<file path="config.mk">
export PLATFORM = sky130hd
export DESIGN_NAME = code_lock
export DESIGN_NICKNAME = d
export VERILOG_FILES = /design/src/rtl/code_lock.sv
export SDC_FILE = /design/constraint.sdc
export NUM_CORES = 1
export LEC_CHECK = 0
export CELL_PAD_IN_SITES_DETAIL_PLACEMENT = 2
export CELL_PAD_IN_SITES_GLOBAL_PLACEMENT = 2
export CORE_UTILIZATION = 37
export DETAILED_ROUTE_END_ITERATION = 8
export HOLD_SLACK_MARGIN = 0.12
export PLACE_DENSITY_LB_ADDON = 0.2
export SYNTH_ARGS = -nofsm -noshare
export SYNTH_HDL_FRONTEND = slang
export SYNTH_SLANG_ARGS = --single-unit
export TNS_END_PERCENT = 10
</file>
<file path="constraint.sdc">
create_clock -name clk -period 3.63 [get_ports clk]
set_clock_uncertainty 0.15 [all_clocks]
set_input_delay 0.363 -clock clk [delete_from_list [all_inputs] [get_ports clk]]
set_output_delay 0.363 -clock clk [all_outputs]
set_load 0.02 [all_outputs]
</file>
<file path="src/rtl/code_lock.sv">
// code_lock: keypad code checker fed by per-button debounced press levels.
// Converts press edges to digits, checks the code, and enforces a timed lockout.
module code_lock #(
  parameter int unsigned                   NUM_KEYS       = 4,
  parameter int unsigned                   DIGIT_W        = 2,
  parameter int unsigned                   CODE_LEN       = 4,
  parameter logic [CODE_LEN*DIGIT_W-1:0]   CODE           = 8'b00_01_10_11,
  parameter int unsigned                   MAX_TRIES      = 3,
  parameter int unsigned                   LOCKOUT_CYCLES = 100_000_000,
  parameter int unsigned                   ENTRY_TIMEOUT  = 500_000_000
) (
  input  logic                clk,
  input  logic                rst,
  input  logic [NUM_KEYS-1:0] key_pulse,
  input  logic                lock_req,
  output logic                unlocked,
  output logic                fail_pulse,
  output logic                lockout,
  output logic [2:0]          digit_count,
  output logic [2:0]          tries_left
);

  localparam int unsigned EntryW = CODE_LEN * DIGIT_W;
  localparam int unsigned LockW  = (LOCKOUT_CYCLES > 1) ? $clog2(LOCKOUT_CYCLES) : 1;
  localparam int unsigned TimeW  = (ENTRY_TIMEOUT > 1) ? $clog2(ENTRY_TIMEOUT) : 1;

  localparam logic [LockW-1:0] LockLast = LockW'(LOCKOUT_CYCLES - 1);
  localparam logic [TimeW-1:0] TimeLast = TimeW'(ENTRY_TIMEOUT - 1);
  localparam logic [2:0]       TriesMax = 3'(MAX_TRIES);
  localparam logic [2:0]       CodeLen3 = 3'(CODE_LEN);

  localparam logic [2:0] StIdle    = 3'd0;
  localparam logic [2:0] StEntry   = 3'd1;
  localparam logic [2:0] StCheck   = 3'd2;
  localparam logic [2:0] StOpen    = 3'd3;
  localparam logic [2:0] StLockout = 3'd4;

  logic [2:0]          state_q, state_d;
  logic [NUM_KEYS-1:0] key_q;
  logic [EntryW-1:0]   entry_q, entry_d;
  logic [2:0]          count_q, count_d;
  logic [2:0]          tries_q, tries_d;
  logic [LockW-1:0]    lock_cnt_q, lock_cnt_d;
  logic [TimeW-1:0]    timer_q, timer_d;
  logic                unlocked_q, lockout_q, fail_q, fail_d;

  logic [NUM_KEYS-1:0] rise;
  logic [DIGIT_W-1:0]  digit;
  logic                digit_valid;

  always_comb begin
    rise  = key_pulse & ~key_q;
    digit = '0;
    for (int i = 0; i < NUM_KEYS; i++) begin
      if (rise[i]) digit = DIGIT_W'(i);
    end
    // Chords (several simultaneous rises) are dropped rather than guessed at.
    digit_valid = $onehot(rise) && ((state_q == StIdle) || (state_q == StEntry));
  end

  always_comb begin
    state_d    = state_q;
    entry_d    = entry_q;
    count_d    = count_q;
    tries_d    = tries_q;
    lock_cnt_d = lock_cnt_q;
    timer_d    = timer_q;
    fail_d     = 1'b0;
    case (state_q)
      StIdle, StEntry: begin
        if (digit_valid) begin
          entry_d = (entry_q << DIGIT_W) | EntryW'(digit);
          count_d = count_q + 3'd1;
          timer_d = '0;
          state_d = (count_d == CodeLen3) ? StCheck : StEntry;
        end else if (state_q == StEntry) begin
          if (timer_q == TimeLast) begin
            state_d = StIdle;
            count_d = '0;
            timer_d = '0;
          end else begin
            timer_d = timer_q + TimeW'(1);
          end
        end
      end
      StCheck: begin
        count_d = '0;
        entry_d = '0;
        timer_d = '0;
        if (entry_q == CODE) begin
          state_d = StOpen;
          tries_d = TriesMax;
        end else begin
          fail_d     = 1'b1;
          tries_d    = tries_q - 3'd1;
          lock_cnt_d = '0;
          state_d    = (tries_d == 3'd0) ? StLockout : StIdle;
        end
      end
      StOpen: begin
        if (lock_req) state_d = StIdle;
      end
      StLockout: begin
        if (lock_cnt_q == LockLast) begin
          state_d    = StIdle;
          tries_d    = TriesMax;
          lock_cnt_d = '0;
        end else begin
          lock_cnt_d = lock_cnt_q + LockW'(1);
        end
      end
      default: state_d = StIdle;
    endcase
  end

  always_ff @(posedge clk) begin
    if (rst) begin
      state_q    <= StIdle;
      key_q      <= '1;
      entry_q    <= '0;
      count_q    <= '0;
      tries_q    <= TriesMax;
      lock_cnt_q <= '0;
      timer_q    <= '0;
      unlocked_q <= 1'b0;
      lockout_q  <= 1'b0;
      fail_q     <= 1'b0;
    end else begin
      state_q    <= state_d;
      key_q      <= key_pulse;
      entry_q    <= entry_d;
      count_q    <= count_d;
      tries_q    <= tries_d;
      lock_cnt_q <= lock_cnt_d;
      timer_q    <= timer_d;
      unlocked_q <= (state_d == StOpen);
      lockout_q  <= (state_d == StLockout);
      fail_q     <= fail_d;
    end
  end

  assign unlocked    = unlocked_q;
  assign lockout     = lockout_q;
  assign fail_pulse  = fail_q;
  assign digit_count = count_q;
  assign tries_left  = tries_q;

endmodule

</file>
==> results of run 1 <==
-- critical path, stage by stage --
cell	delay, ns
clkdlybuf4s50_1	0.47
nor2b_2	0.19
fa_1	0.44
ha_1	0.22
ha_1	0.26
or3b_1	0.43
buf_4	0.18
a21o_1	0.31
buf_4	0.22
nor3_1	0.26
xnor2_1	0.15
nor2_1	0.06
-- worst max path at each step --
stage	depth (start not counted)	from	slack (ns)	endpoint
after detailed placement	12	key_pulse[3]	-0.29	timer_q[10]
after floorplan	11	key_pulse[3]	0.48	timer_q[10]
after global placement	12	key_pulse[3]	-0.11	timer_q[6]
after CTS	11	key_pulse[3]	0.03	timer_q[21]
final	12	key_pulse[3]	0.15	timer_q[10]
after global routing	11	key_pulse[3]	0.007	timer_q[17]
-- cell usage after synthesis (all sizes together) (4+ instances only) --
library cell,count
nand3b,11
xor2,5
nor4,16
nor2b,10
nand4,27
and2,4
nand3,32
inv,8
a41oi,4
nor4b,4
xnor2,14
o31a,5
and3,7
a31oi,37
a21oi,22
dfxtp,80
buf,9
nand2,56
nor2,44
o21ai,7
or2,10
and4,7
nand2b,8
nor3,18
o211ai,8
clkbuf,21
a21o,4
mux2i,4
or3,8
ha,8
-- kinds of logic (layout without fill, tap and decap cells) --
kind of cell,count (synthesis),after routing
xor+xnor,19,19
flops,80,80
compound gates,103,103
mux,4,4
buf+inv,38,55
fa+ha+maj,9,9
simple gates,276,276
-- state kept, by name, summed over array words and instances, names as in the netlist --
signal       count
lock_cnt_q      27
state_q          3
digit_count      3
unlocked         1
timer_q         29
entry_q          8
fail_pulse       1
lockout          1
tries_left       3
key_q            4
-- stage by stage --
stage | instance area [µm²] | hold WS [ns] | setup TNS, ns | power (mW)
3_5_place_dp | 4620 | 0.304 | -5.70 | 1.10
5_1_grt | 4940 | 0.341 | 0 | 2.13
4_1_cts | 4930 | 0.313 | 0 | 2.08
6_report | 4940 | 0.308 | 0 | 2.06
2_1_floorplan | 4300 | 0.286 | 0 | 1.02
3_3_place_gp | 4620 | 0.298 | -1.94 | 1.09
-- layout make-up --
class	instances	area (µm²)	area share, %
repair buffers	32	290	5.87
well taps	143	179	3.62
clock inverters	5	82.6	1.67
multi-input cells	411	2530	51.2
clock buffers	10	229	4.63
flip-flops and latches	80	1600	32.4
inverters	8	30.0	0.607
-- metal layers --
metal / track usage [%] / vias up / share of wire [%] / routed length (µm)
met5: 0 / - / 0 / 0
met4: 8.86 / 0 / 1.7 / 227
met3: 3.44 / 18 / 1.4 / 191
met2: 40.4 / 33 / 49 / 6570
met1: 30.0 / 2123 / 48 / 6340
li1: - / 2003 / - / -
-- report_power, final --
part / internal, mW / switching (mW)
registers: 0.890 / 0.0151
logic: 0.0664 / 0.108
clock network: 0.599 / 0.381
==> metrics.md, run 1 <==
| Metric | Value |
|---|---|
| # fillers | approximately 1,300 |
| Crit Path Category | primary input to flop |
| Cts bufs inserted | 9 |
| RSZ-0062 raised after global routing | false |
| Synth area leaders | dfxtp_1, a31oi_1, nand2_1 |
| Number of global-route vias before repair | about 4,300 |
| DR iter-0 viols | approximately 160 |
| CTS tree | yes |
| Synth Instances | ~530 |
| Fmax achieved | around 290 MHz |
| Synth Cell Area | between 4000 and 5000 µm² |
| Antenna cells | 0 |
| YS warnings | 0 |
| Worst r2r path cells | 11 |
| Post-cts resize count | 0 |
| Syn_area_per_cell | 8.13 µm² |
| Setup crit start kind | primary input |
| Post-synth EDFFs | 0 |
| Share of cells above drive strength 1 | about a tenth |
| Status | finished, final reports clean |
| Slew HR | between 50% and 60% |
| Die W | about 110 µm |
| Hold Path End | entry_q[6] |
| Max-Cap Viols | 0 |
| Core footprint | around 11,000 µm² |
| Via count | approximately 4,200 |
| Fin worst setup slack | approximately 0.15 ns |
| Largest net degree at the start of global routing | 40 |
| Main combinational cell family by area after synthesis | simple AND/OR/NAND/NOR gates |
| Least-Margin Pin Slew | approximately 0.70 ns |
| Final std cells w/o fill | just under 700 |
| Required @ worst endpoint | about 3.7 ns |
| Post-Route Utilization | between 40 and 50% |
| Hold buffers post-CTS | 0 |
| Post-synthesis compound-gate area fraction | 15.9% |
| HP Start | entry_q[6] |
| Tcrit/Tclk final | between 90% and 100% |
| # clock sinks | 80 |
| Commonest cells after routing, fill and taps aside | dfxtp_1, nand2_1, nor2_1, a31oi_1, nand3_1 |
| Initial core utilization | a little under two fifths |
| Ys async rst share | 0% |
| Wire per inst | around 19 µm |
| Adder-Cell Fraction of Synth Area | under 10% |
| Sequential share of the synthesized area | 37.2% |
| Proportion of synthesized area in mux cells | less than 1% |
| Antenna violations before repair | 0 |
| Detailed Route WL | roughly 13 mm |
| Worst VDD drop | roughly 0.24 mV |
| Area Growth Syn to Fin | 14.9% |
| CTS Buffer Depth | 2 |
| Top cell type's share of synthesized area | between 30 and 40% |
| Setup violations, final | 0 |
| Row cnt | 39 |
| Hold Path Cell Cnt | 2 |
| XOR/XNOR Fraction of Synth Area | about 3.9% |
| Final GP Congestion | 0.806 |
| TritonRoute pass-1 iters | 4 |
| Clk_lat worst skew | between 0.3 and 0.4 ns |
| DP Wirelength | 9.32 mm |
| WP data arrival | roughly 3.6 ns |
| Crit-path max FO | 11 |
| # DRC | 0 |
| Leading area contributor after synthesis | dfxtp_1 |
| Placed cells | 674 |
| Drt via density | between 6 and 7 |
| Hold Violations, Final | 0 |
| Die Y-Extent | 110 µm |
| Final net count | between 500 and 600 |
| Most common cell after layout, fill and taps aside | dfxtp_1 |
| Tot GR Track Use | a little under a quarter |
| Number of distinct library cells after synthesis | 57 |
| Pleak | roughly 1.6 nW |
| Post-Syn Nets | between 500 and 600 |
| Worst min path class | flop to flop |
| CTS root buf | clkbuf_16 |
| GR Overflow Total | 0 |
| First-pass GRT wire length | 22.1 mm |
| Worst r2r src | key_q[3] |
| Clock H-tree levels | 3 |
| Port bufs | 15 |
| Place WS | -0.286 ns |
| Worst R2R Setup Slack | 0.37 ns |
| CTS clock-pin slew for the worst setup and hold paths | ~0.060 ns |
| R2R Path End | timer_q[10] |
| Most used DFF post-synth | dfxtp_1 |
| Total Die Area | about 12,000 µm² |
| CP endpoint kind | flop |
| IO Count | 16 |
| Final Slew Violations | 0 |
| Setup bufs post-CTS | 0 |
| Clock period minus worst slack | 3.48 ns |
| PD cells | between 400 and 500 nW/µm² |
| Simple-Gate Fraction of Synth Area | 35.0% |
| FF+latch count, synth | 80 |
| ANT nets after route | 0 |
(Power assumes the default switching activity.)
==> inputs of run 2 (changes only) <==
Settings changed: CORE_ASPECT_RATIO from default to 0.7.
==> metrics.md, run 2 (synthesis gave the netlist of run 1 again) <==
| Metric | Value |
|---|---|
| CTS root buf | clkbuf_16 |
| Crit Path Category | primary input to flop |
| Worst r2r path cells | 10 |
| Clock power share | between 40% and 50% |
| Flop pwr share | 42.6% |
| Wire per inst | around 21 µm |
| RSZ-0062 raised after global routing | false |
| Final GP Congestion | 0.809 |
| Worst min path class | flop to flop |
| DP Wirelength | about 10 mm |
| Top reg by flops | timer_q |
| Crit-path max FO | 11 |
| Most common cell after layout, fill and taps aside | dfxtp_1 |
| Worst R2R Setup Slack | around 0.48 ns |
| CP endpoint kind | flop |
| Antenna violations before repair | 0 |
| IO Count | 16 |
| Via count | 4,225 |
| Initial core utilization | between 30 and 40% |
| Count of buffer and inverter cells on the critical path | 2 |
| Row cnt | 32 |
| Drt via density | between 6 and 7 |
| Fin worst setup slack | ~0.21 ns |
| Core footprint | approximately 11,000 µm² |
| CTS clock-pin slew for the worst setup and hold paths | roughly 0.06 ns |
| Largest registers | timer_q (29), lock_cnt_q (27), entry_q (8) |
| TritonRoute pass-1 iters | 4 |
| Delay-heaviest family, CP | simple AND/OR/NAND/NOR gates |
| Clock period minus worst slack | between 3 and 4 ns |
| CP Depth | 11 |
| Final net count | around 560 |
| GR Overflow Total | 0 |
| Fmax achieved | around 290 MHz |
| PD cells | around 430 nW/µm² |
| Share of cells above drive strength 1 | around 8.6% |
| Antenna cells | 0 |
| Detailed Route WL | 14.8 mm |
| Total Die Area | about 12,000 µm² |
| Logic pwr share | about 8.2% |
| Crit path to | timer_q[10] |
| Place WS | -0.218 ns |
| R2R Path End | timer_q[10] |
| Tot GR Track Use | between 20% and 30% |
| DR iter-0 viols | 211 |
| Clock H-tree levels | 3 |
| Slew HR | between 30% and 40% |
| Commonest cells after routing, fill and taps aside | dfxtp_1, nand2_1, nor2_1, a31oi_1, nand3_1 |
| Max stage delay cell, worst path | clkdlybuf4s50_1 |
| Worst r2r src | key_q[3] |
| Worst VDD drop | around 0.22 mV |
| Crit path cell chain | clkdlybuf4s50_1, nor2b_2, fa_1, ha_1, ha_1, or3b_1, a21o_1, buf_4, nor3_1, xnor2_1, nor2_1 |
| WP data arrival | about 3.5 ns |
| Area Growth Syn to Fin | 15.2% |
| Sw Ratio | 23.4% |
| # clock sinks | 80 |
| Setup crit start kind | primary input |
| Largest stage delay, worst path | slightly above 0.5 ns |
| Cell-internal power | ~1.6 mW |
| Top cell by count, worst path | ha_1 |
| Final Slew Violations | 0 |
| Setup crit start | key_pulse[1] |
| Cts bufs inserted | 9 |
| Overall power | between 2 and 2.5 mW |
| Hold Violations, Final | 0 |
| Die W | 131 µm |
| Net Switching | 0.497 mW |
| Setup violations, final | 0 |
| # DRC | 0 |
| Largest net degree at the start of global routing | 40 |
| Max reg flops | 29 |
| Status | finished, final reports clean |
| Die Y-Extent | between 90 and 100 µm |
| ANT nets after route | 0 |
| Max-Cap Viols | 0 |
| Clk_lat worst skew | 0.34 ns |
| Pleak | ~1.6 nW |
| Tcrit/Tclk final | about 94% |
| Port bufs | 15 |
| Required @ worst endpoint | about 3.7 ns |
| Number of global-route vias before repair | around 4,500 |
| First-pass GRT wire length | roughly 24 mm |
| CTS tree | yes |
| Least-Margin Pin Slew | ~1.0 ns |
| CTS Buffer Depth | 2 |
## run 2: worst min-delay path by stage
stage	start	end	cells past startpoint
finish	entry_q[7]	entry_q[7]	2
global route	entry_q[7]	entry_q[7]	2
CTS	entry_q[7]	entry_q[7]	2
detailed placement	entry_q[3]	entry_q[5]	2
global placement	entry_q[7]	entry_q[7]	2
floorplan	entry_q[7]	entry_q[7]	2
## run 2: area by class of cell
| type | count | area [µm²] |
|---|---|---|
| clock buffer | 10 | 229 |
| inverter | 8 | 30.0 |
| clock inverter | 5 | 106 |
| timing repair buffer | 30 | 275 |
| sequential | 80 | 1600 |
| tap | 153 | 191 |
| fill | 1218 | 6210 |
| multi-input combinational | 411 | 2520 |
## run 2: tightest hold or removal path, stage by stage (launching register included)
cell and delay, ns:
dfxtp_1 0.31, nand2_1 0.06, a21oi_1 0.06
## run 2: metrics by stage
step | TNS, ns | std cells | hold slack (ns) | utilization (%) | cell area (µm²)
2_1_floorplan | 0 | 529 | 0.286 | - | 4300
3_3_place_gp | 0 | 682 | 0.296 | 41.3 | 4620
3_5_place_dp | -4.03 | 682 | 0.321 | 41.3 | 4620
4_1_cts | 0 | 697 | 0.335 | 44.3 | 4950
5_1_grt | 0 | 697 | 0.355 | 44.4 | 4960
6_report | 0 | 697 | 0.323 | 44.4 | 4960
## run 2: routing by layer
layer,GRT usage (%),share of wire (%),wire length (µm)
met4,6.32,1.1,157
met3,5.95,4.1,604
met2,41.8,46,6870
met1,34.5,48,7180
met5,0,0,0
## run 2: repair_timing
action,CTS,global route
resized for setup,0,1
endpoints found under the setup margin,0,1
buffers inserted,0,0
hold buffers,0,0
## run 2: power groups by stage
stage	clock, mW	combinational (mW)	sequential (mW)
after floorplan	0	0.0973	0.920
after global placement	0	0.161	0.922
after detailed placement	0	0.170	0.923
after CTS	1.06	0.175	0.904
after global routing	1.09	0.190	0.905
final	1.04	0.175	0.904
==> inputs of run 3 (changes only) <==
Settings changed: CAP_MARGIN from default to 5, CORE_UTILIZATION 37 to 40.
Clock period 3.63 ns to 4.4 ns, I/O delays scaled along.
==> metrics.md, run 3 (synthesis gave the netlist of run 1 again) <==
| Metric | Value |
|---|---|
| Delay-heaviest family, CP | simple AND/OR/NAND/NOR gates |
| CTS clock-pin slew for the worst setup and hold paths | about 0.07 ns |
| WP data arrival | approximately 3.9 ns |
| Largest registers | timer_q (29), lock_cnt_q (27), entry_q (8) |
| Setup crit start kind | primary input |
| DP Wirelength | between 10 and 15 mm |
| Hold buffers post-CTS | 0 |
| Die W | ~130 µm |
| Setup TNS | 0 ns |
| Port bufs | 15 |
| IO Count | 16 |
| Worst min path class | flop to flop |
| ANT nets after route | 0 |
| # clock sinks | 80 |
| Core footprint | about 10,000 µm² |
| First-pass GRT wire length | ~24 mm |
| GRT Max-Usage Layer | met2 |
| Setup bufs post-CTS | 0 |
| Number of global-route vias before repair | between 4,000 and 5,000 |
| Status | finished, final reports clean |
| Top cell by count, worst path | ha_1 |
| Initial core utilization | 41.4% |
| Total Die Area | 11,200 µm² |
| Tot GR Track Use | 28.5% |
| Pleak | around 1.6 nW |
| Antenna cells | 0 |
| Hold Path End | entry_q[7] |
| Worst VDD drop | approximately 0.18 mV |
| Crit-path max FO | 21 |
| Via count | approximately 4,300 |
| Max reg flops | 29 |
| Hold Violations, Final | 0 |
| Overall power | about 1.7 mW |
| # DRC | 0 |
| Final net count | around 550 |
| CP endpoint kind | flop |
| Met2 usage | 45.9% |
| Area of the multi-input gates | roughly 2500 µm² |
| PD cells | ~360 nW/µm² |
| DR iter-0 viols | 271 |
| Fmax achieved | ~260 MHz |
| Max stage delay cell, worst path | or3b_1 |
| Detailed Route WL | roughly 15 mm |
| Drt via density | around 6.4 |
| Met1 Usage GRT | 38.3% |
| Post-cts resize count | 0 |
| Required @ worst endpoint | between 4 and 5 ns |
| Clock H-tree levels | 3 |
| Commonest cells after routing, fill and taps aside | dfxtp_1, nand2_1, nor2_1, a31oi_1, nand3_1 |
| Wire per inst | between 20 and 25 µm |
| Largest net degree at the start of global routing | 40 |
| Setup violations, final | 0 |
| Die Y-Extent | between 80 and 90 µm |
| Worst r2r path cells | 9 |
| Final Slew Violations | 0 |
| Hold Path Cell Cnt | 2 |
| Worst R2R Setup Slack | ~0.90 ns |
| Slew HR | 49.8% |
| Grt met3 use | 5.80% |
| Share of cells above drive strength 1 | roughly 7.6% |
| HP Start | entry_q[7] |
| Max-Cap Viols | 0 |
| CTS Buffer Depth | 2 |
| Clock period minus worst slack | between 3 and 4 ns |
| Final GP Congestion | a little under 0.8 |
| Top reg by flops | timer_q |
| TritonRoute pass-1 iters | 4 |
| Register Area | roughly 1600 µm² |
| CTS root buf | clkbuf_16 |
| CTS tree | yes |
| GR Overflow Total | 0 |
| Clk_lat worst skew | 0.35 ns |
| R2R Path End | timer_q[11] |
| # fillers | between 1,000 and 1,500 |
| Largest stage delay, worst path | slightly below 0.5 ns |
| Antenna violations before repair | 0 |
| Least-Margin Pin Slew | about 0.75 ns |
| Tcrit/Tclk final | between 80 and 90% |
| Row cnt | 31 |
| Most common cell after layout, fill and taps aside | dfxtp_1 |
| Cts bufs inserted | 9 |
| Crit path cell chain | clkdlybuf4s50_1, nor2b_1, fa_1, ha_1, ha_1, or3b_1, a21o_1, or3_1, a22oi_1, a21oi_1 |
| RSZ-0062 raised after global routing | false |
| Crit Path Category | primary input to flop |
| Count of buffer and inverter cells on the critical path | 1 |
| Worst r2r src | key_q[3] |
| Area Growth Syn to Fin | 12.9% |
[run 3: layout make-up]
type                       instances  share of cell area (%)
timing repair buffer              23                    4.33
inverter                           8                   0.618
tap                              132                    3.40
clock buffer                      10                    4.92
sequential                        80                    33.0
clock inverter                     6                    1.91
multi-input combinational        411                    51.9
[run 3: worst max-delay path by stage]
stage / from / endpoint / depth (start not counted)
after global placement: key_pulse[3] / timer_q[11] / 10
after floorplan: key_pulse[3] / timer_q[10] / 11
after global routing: key_pulse[3] / timer_q[11] / 10
after detailed placement: key_pulse[3] / timer_q[11] / 10
final: key_pulse[3] / timer_q[11] / 10
after CTS: key_pulse[3] / timer_q[11] / 10
[run 3: layer usage]
layer  wire length [µm]  vias up
li1                   -     1982
met2               6960       87
met3                526       20
met4                214        0
met5                  0        -
met1               7510     2183
[run 3: metrics by stage]
step                cells  hold slack [ns]  area, µm²  util, %  setup slack [ns]
finish                670            0.314       4860     46.7             0.613
CTS                   670            0.316       4860     46.7             0.597
global route          670            0.343       4860     46.7             0.438
global placement      654            0.295       4530     43.5             0.469
detailed placement    654            0.306       4530     43.5             0.289
floorplan             529            0.286       4300        -              1.18
[run 3: worst min-delay path, cell delays in order (launching register included)]
cell     delay (ns)
dfxtp_1        0.31
nand2_1        0.05
a21oi_1        0.05
[run 3: power breakdown]
| group | switching [mW] | internal (mW) | leakage (nW) |
|---|---|---|---|
| Clock | 0.343 | 0.515 | 0.155 |
| Combinational | 0.0885 | 0.0385 | 0.759 |
| Sequential | 0.0130 | 0.734 | 0.646 |
